$ cat src/rtl/ivector_arbiter.sv
// Two-requester round-robin front end for one IVector say/heard pair; a tag FIFO routes replies back in issue order.
// Optional per-requester forward counters (stat0/stat1) are built when IVECTOR_ARB_STATS_EN is defined.
module ivector_arbiter #(
    parameter int TAG_DEPTH = 4
) (
    input  logic        CLK,
    input  logic        nRST,
    input  logic        req0_say__ENA,
    input  logic [95:0] req0_say_v,
    output logic        req0_say__RDY,
    input  logic        req1_say__ENA,
    input  logic [95:0] req1_say_v,
    output logic        req1_say__RDY,
    output logic        out_say__ENA,
    output logic [95:0] out_say_v,
    input  logic        out_say__RDY,
    input  logic        ind_heard__ENA,
    input  logic [95:0] ind_heard_v,
    output logic        ind_heard__RDY,
    output logic        ind0_heard__ENA,
    output logic [95:0] ind0_heard_v,
    input  logic        ind0_heard__RDY,
    output logic        ind1_heard__ENA,
    output logic [95:0] ind1_heard_v,
    input  logic        ind1_heard__RDY
`ifdef IVECTOR_ARB_STATS_EN
    ,
    output logic [31:0] stat0,
    output logic [31:0] stat1
`endif
);
    localparam int PTR_W = $clog2(TAG_DEPTH);
    localparam int CNT_W = $clog2(TAG_DEPTH + 1);
    localparam logic [CNT_W-1:0] TAG_FULL = CNT_W'(TAG_DEPTH);

    logic [1:0]       buf_valid_reg;
    logic [95:0]      buf_data_reg [2];
    logic             last_reg;
    logic             tag_mem_reg [TAG_DEPTH];
    logic [PTR_W-1:0] wr_ptr_reg;
    logic [PTR_W-1:0] rd_ptr_reg;
    logic [CNT_W-1:0] tag_count_reg;

    logic [1:0]  say_ena;
    logic [1:0]  say_rdy;
    logic [1:0]  say_xfer;
    logic [95:0] say_data [2];
    logic        sel;
    logic        fwd;
    logic        head;
    logic        heard_rdy;
    logic        heard_xfer;

    assign say_ena     = {req1_say__ENA, req0_say__ENA};
    assign say_data[0] = req0_say_v;
    assign say_data[1] = req1_say_v;

    // On a tie the requester that did not win last time goes next.
    assign sel  = (&buf_valid_reg) ? ~last_reg : buf_valid_reg[1];
    assign fwd  = nRST && (|buf_valid_reg) && out_say__RDY && (tag_count_reg != TAG_FULL);
    assign head = tag_mem_reg[rd_ptr_reg];

    assign heard_rdy  = nRST && (tag_count_reg != '0) && (head ? ind1_heard__RDY : ind0_heard__RDY);
    assign heard_xfer = ind_heard__ENA && heard_rdy;

    generate
        for (genvar gi = 0; gi < 2; gi++) begin : g_buf
            assign say_rdy[gi]  = nRST && (!buf_valid_reg[gi] || (fwd && (sel == 1'(gi))));
            assign say_xfer[gi] = say_ena[gi] && say_rdy[gi];

            // A refill in the same cycle as a forward keeps the buffer valid.
            always_ff @(posedge CLK) begin
                if (!nRST) begin
                    buf_valid_reg[gi] <= 1'b0;
                end else if (say_xfer[gi]) begin
                    buf_valid_reg[gi] <= 1'b1;
                    buf_data_reg[gi]  <= say_data[gi];
                end else if (fwd && (sel == 1'(gi))) begin
                    buf_valid_reg[gi] <= 1'b0;
                end
            end
        end
    endgenerate

    always_ff @(posedge CLK) begin
        if (fwd) begin
            tag_mem_reg[wr_ptr_reg] <= sel;
        end
    end

    always_ff @(posedge CLK) begin
        if (!nRST) begin
            wr_ptr_reg    <= '0;
            rd_ptr_reg    <= '0;
            tag_count_reg <= '0;
            last_reg      <= 1'b1;
        end else begin
            if (fwd) begin
                wr_ptr_reg <= wr_ptr_reg + PTR_W'(1);
                last_reg   <= sel;
            end
            if (heard_xfer) begin
                rd_ptr_reg <= rd_ptr_reg + PTR_W'(1);
            end
            case ({fwd, heard_xfer})
                2'b10:   tag_count_reg <= tag_count_reg + CNT_W'(1);
                2'b01:   tag_count_reg <= tag_count_reg - CNT_W'(1);
                default: tag_count_reg <= tag_count_reg;
            endcase
        end
    end

    assign req0_say__RDY   = say_rdy[0];
    assign req1_say__RDY   = say_rdy[1];
    assign out_say__ENA    = fwd;
    assign out_say_v       = nRST ? buf_data_reg[sel] : '0;
    assign ind_heard__RDY  = heard_rdy;
    assign ind0_heard__ENA = nRST && ind_heard__ENA && !head;
    assign ind1_heard__ENA = nRST && ind_heard__ENA && head;
    assign ind0_heard_v    = nRST ? ind_heard_v : '0;
    assign ind1_heard_v    = nRST ? ind_heard_v : '0;

`ifdef IVECTOR_ARB_STATS_EN
    logic [31:0] stat_reg [2];

    generate
        for (genvar gi = 0; gi < 2; gi++) begin : g_stat
            always_ff @(posedge CLK) begin
                if (!nRST) begin
                    stat_reg[gi] <= '0;
                end else if (fwd && (sel == 1'(gi))) begin
                    stat_reg[gi] <= stat_reg[gi] + 32'd1;
                end
            end
        end
    endgenerate

    assign stat0 = nRST ? stat_reg[0] : '0;
    assign stat1 = nRST ? stat_reg[1] : '0;
`endif

endmodule

$ cat config.mk
export PLATFORM = sky130hd
export DESIGN_NAME = ivector_arbiter
export DESIGN_NICKNAME = d
export VERILOG_FILES = /design/src/rtl/ivector_arbiter.sv
export SDC_FILE = /design/constraint.sdc
export NUM_CORES = 1
export LEC_CHECK = 0
export CAP_MARGIN = 20
export CORE_AREA = 2 2 228 230
export CTS_CLUSTER_SIZE = 24
export DETAILED_ROUTE_END_ITERATION = 7
export DIE_AREA = 0 0 230 232
export GPL_TIMING_DRIVEN = 0
export PLACE_DENSITY_LB_ADDON = 0.2
export SYNTH_ARGS = -nofsm -noshare
export SYNTH_HDL_FRONTEND = slang
export SYNTH_SLANG_ARGS = --single-unit
$ cat constraint.sdc
create_clock -name CLK -period 9.79 [get_ports CLK]
set_input_delay 1.4685 -clock CLK [delete_from_list [all_inputs] [get_ports CLK]]
set_output_delay 1.4685 -clock CLK [all_outputs]
set_load 0.02 [all_outputs]
==> After elaboration in Yosys (flattened, before gate mapping) <==
Memories as Yosys holds them, arrays and structs flattened. A register that Yosys moved wholly into a read port is not among the register bits.
Index checks and enable logic that the tools add are counted.
{ "totals": {"wordCells": 62, "ram_bits": 196, "register_bits": 10, "n_memories": 2, "input_bits": 296} }
{ "mem_list": {"columns": ["memory", "depth", "width", "rd", "rd_ports_with_merged_regs", "wr", "line", "text"], "rows": [
  ["buf_data_reg", 2, 96, 1, 0, 2, "37", "logic [95:0] buf_data_reg [2];"],
  ["tag_mem_reg", 4, 1, 1, 1, 1, "39", "logic tag_mem_reg [TAG_DEPTH];"]
]} }
{ "op_classes": {"addsub": 4, "mux": 19, "bitwise": 2, "n_reduce_logical": 26, "n_eq_ne": 3} }
{ "ops": {"columns": ["cell", "n"], "rows": [
  ["$mux 96", 2],
  ["$logic_and 1x1->1", 15],
  ["$mux 1", 14],
  ["$pmux 3 s2", 1],
  ["$reduce_bool 2->1", 3],
  ["$add 2x1->2 const B", 2],
  ["$mux 2", 2],
  ["$add 3x1->3 const B", 1],
  ["$logic_not 1->1", 3],
  ["$ne 3x3->1 const B", 1],
  ["$reduce_bool 3->1", 1],
  ["$sub 3x1->3 const B", 1],
  ["$eq 2x1->1 const B", 1],
  ["$eq 2x2->1 const B", 1],
  ["$logic_or 1x1->1", 2],
  ["$not 1->1", 2],
  ["$reduce_and 2->1", 1],
  ["$reduce_or 2->1", 1]
]} }

==> Longest topological paths before layout <==
{ "depth": {"ltp_word": 11, "mapped_depth": 10, "depth_no_buf": 10} }

==> Worst setup path after synthesis <==
OpenSTA, ideal clock, no wires.
{ "synth_path": {"path_kind": "input -> register", "startpoint": "input port out_say__RDY", "endpoint": "memory buf_data_reg[0][0] (enable)", "path_stages": 3, "required_time_ns": 9.102, "path_buffers": 0, "setup_time_ns": 0.688, "t_arrival_ns": 8.849, "setup_slack_ns": 0.253, "cell_sequence": "nor2b_1 > a21boi_0 > nor3b_1"} }
{ "synth_lines": {"columns": ["item", "line", "text"], "rows": [
  ["start, declared", "16", "input logic out_say__RDY,"],
  ["end, declared", "37", null]
]} }

==> Worst setup path in the final report <==
{ "layout_path": {"startpoint": "input port nRST", "endpoint": "output port out_say_v[5]"} }
{ "layout_between": {"elab_chain_cells": 1} }
{ "layout_lines": {"columns": ["item", "line", "text"], "rows": [
  ["start, declared", "7", "input logic nRST,"],
  ["$mux 96", "116", "assign out_say_v = nRST ? buf_data_reg[sel] : '0;"],
  ["end, declared", "15", "output logic [95:0] out_say_v,"]
]} }
No other way between the ends.

==> results.md <==
* Share of cells above drive strength 1 at 10.7%
* Post-synthesis area per instance at 11.6 um2
* Die outline width at 230 um
* Area Growth Syn to Fin at 83.9%
* CP Class: input port to primary output
* Syn Inst Count at 797
* Leak at 0.00618 uW
* Delay of the slowest critical-path stage at 0.75 ns
* Max-cap viol count at 0
* Routed length per placed instance at 20.3 um
* Dpl ws at 3.72 ns
* Max frequency at 172 MHz
* CP Capture Type: primary output
* RSZ-0062 raised after global routing: no
* Final WS setup at 3.98 ns
* FFs w/ async S/R, synth at 0%
* Hold Buf Count CTS at 0
* Core area at 50900 um2
* Htree depth at 1
* Vias in the first global route at 8587
* Clk sink count at 208
* Worst slew margin at 33.8%
* Run status: finished clean
* Post-synth EDFFs at 196
* Antenna violations before repair at 12
* Routed length on met2 at 25.4 mm
* Largest net degree at the start of global routing at 14
* Fin crit share at 59.4%
* Total routed wirelength at 43.4 mm
* Worst path cell trace: clkdlybuf4s50_1, inv_1, clkbuf_1, clkbuf_1, a21oi_1, clkdlybuf4s50_1
* Worst-margin pin slew at 0.993 ns
* Clock buffer count from CTS at 25
* Sequential area share after synthesis at 66.2%
* Worst Path Arrival at 4.34 ns
* Worst-path maximum fanout at 10
* Vias at 8160
* ANT nets after route at 0
* Drt pass-1 iters at 4
* # resized after CTS at 0
* Synth area leaders: edfxtp_1, nand2_1, buf_4, and2_1, a21oi_1
* Post-CTS setup repair buffer count at 0
* Nets at 1737
* Fin. Hold Viols at 0
* Initial Utilization at 18.2%
* TritonCTS clock tree: done
* HPWL after DPL at 36.2 mm
* GPL Wtd Cong at 0.920
* Ys flop type: edfxtp_1
* Synth Cell Area at 9250 um2
* Post-Layout Inst Area at 17000 um2
* Post-Syn Nets at 1099
* Iter 0 DRT Violations at 289
* Top-Level Pins at 590
* Port bufs at 589
* Max reg flops at 192
* Crit path max-delay family: buffers and inverters
* Synth top area share at 63.6%
* Clk pin slew, worst setup/hold paths at 0.06 ns
* Clock latency on the worst-skew pair at 0.53 ns
* Wl on met1 at 13.7 mm
* Die Span Y at 232 um
* # rows at 83
* CTS root buffer: clkbuf_16
* CP Buf/Inv Count at 5
* Top Metal Used: met4
* Top-count cell post-synth: nand2_1
* Die area at 53400 um2
* VDD IR max at 0.112 mV
* Drt via density at 3.82
* Synth Register Bits at 208
* GRT overflow at 0
* PwrDens at 142 nW/um2
* Post-synth cell types at 30
* Slowest-stage cell, CP: clkbuf_1
* Post-synth top cells: nand2_1, edfxtp_1, a21oi_1, and2_1, buf_4
* Placed cell areas at 16300 um2
* Final setup fails at 0
* Dominant cell type by area after synthesis: edfxtp_1
* Total track usage at 15.4%
* Worst hold path type: register to register
* WL met3 at 3.16 mm
* CP Launch Type: input port
* Synth Warn # at 0
* DR DRC count at 0
* Setup TNS at 0 ns
* Clock Skews at 0.0182 ns
* CTS Buffer Depth at 3
* Post-layout util at 33.4%
* Worst EP required at 8.32 ns
* Max Slew Vio Count at 0
* Final min period at 5.81 ns
* First-pass GRT wire length at 59.2 mm
[per-stage QoR]
| step | hold WS, ns | power [uW] | cells |
|---|---|---|---|
| floorplan | 0.453 | 1270 | 797 |
| detailed placement | 0.494 | 1600 | 2088 |
| finish | 0.500 | 2420 | 2135 |
| CTS | 0.507 | 2480 | 2129 |
| global route | 0.546 | 2530 | 2135 |
| global placement | 0.476 | 1600 | 2066 |
[path summary, 6_finish.rpt]
| kind | start | end | slack (ns) | cells past startpoint |
|---|---|---|---|---|
| max | nRST | out_say_v[5] | 3.98 | 6 |
| min | tag_count_reg[2] | tag_count_reg[2] | 0.50 | 2 |
| max reg2reg | buf_valid_reg[0] | buf_data_reg[1][51] | 6.56 | 10 |
| min reg2reg | tag_count_reg[2] | tag_count_reg[2] | 0.50 | 2 |
[layout by cell type, fill, tap and decap left out, types with 2 or more instances in the layout]
master / Yosys / final
clkbuf_1: 40 / 43
clkbuf_16: 0 / 25
clkdlybuf4s50_1: 0 / 589
nor3b_1: 4 / 2
buf_4: 96 / 96
o21a_1: 2 / 2
a21boi_0: 2 / 2
nor2_1: 9 / 9
and3_1: 4 / 4
or3_1: 2 / 2
buf_6: 0 / 19
buf_1: 2 / 2
nor2b_1: 3 / 3
dfxtp_1: 12 / 12
clkinv_1: 0 / 6
and2_1: 97 / 97
inv_1: 7 / 7
a21oi_1: 101 / 101
nor3_1: 3 / 3
diode_2: 0 / 6
xor2_1: 2 / 2
o21ai_0: 2 / 2
buf_8: 0 / 3
nor3b_2: 0 / 2
ha_1: 5 / 5
edfxtp_1: 196 / 196
mux2i_1: 2 / 2
nand2_1: 197 / 197
clkinv_2: 0 / 4
[area by class of cell]
cell class | instances | area (um2)
antenna | 6 | 15.0
buffer | 139 | 883
clock buffer | 28 | 637
clock inverter | 13 | 90.1
fill | 5207 | 33900
inverter | 8 | 30.0
multi-input combinational | 442 | 2220
sequential | 208 | 6130
tap | 680 | 851
timing repair buffer | 611 | 6150
[worst reg2reg max path: cells and delay by family, from the launching register on]
kind | cells | cell delay [ns]
AO/OA/AOI/OAI | 1 | 0.22
buffers and inverters | 6 | 1.30
flip-flops | 1 | 0.33
AND/OR/NAND/NOR | 3 | 1.08
[per-layer routing]
layer | vias to the layer above | global-route usage, %
met5 | - | 0
met4 | 0 | 4.62
met3 | 55 | 3.98
met2 | 359 | 32.7
met1 | 3850 | 14.0
li1 | 3896 | -
[logic make-up (layout without fill, tap and decap cells)]
| group | Yosys count | count (layout) | synth area share (%) |
|---|---|---|---|
| AND/OR/NAND/NOR | 321 | 321 | 16.2 |
| adder cells (fa/ha/maj) | 6 | 6 | 0.893 |
| AO/OA/AOI/OAI | 109 | 109 | 6.09 |
| multiplexers | 3 | 3 | 0.460 |
| other | 0 | 6 | 0 |
| buffers and inverters | 147 | 799 | 9.88 |
| XOR/XNOR | 3 | 3 | 0.284 |
| flip-flops | 208 | 208 | 66.2 |
[report_power, final]
part	switching, uW	internal [uW]
Clock	360	488
Combinational	260	286
Sequential	10.3	1020
Note: power is estimated with default switching activity, not from simulation.
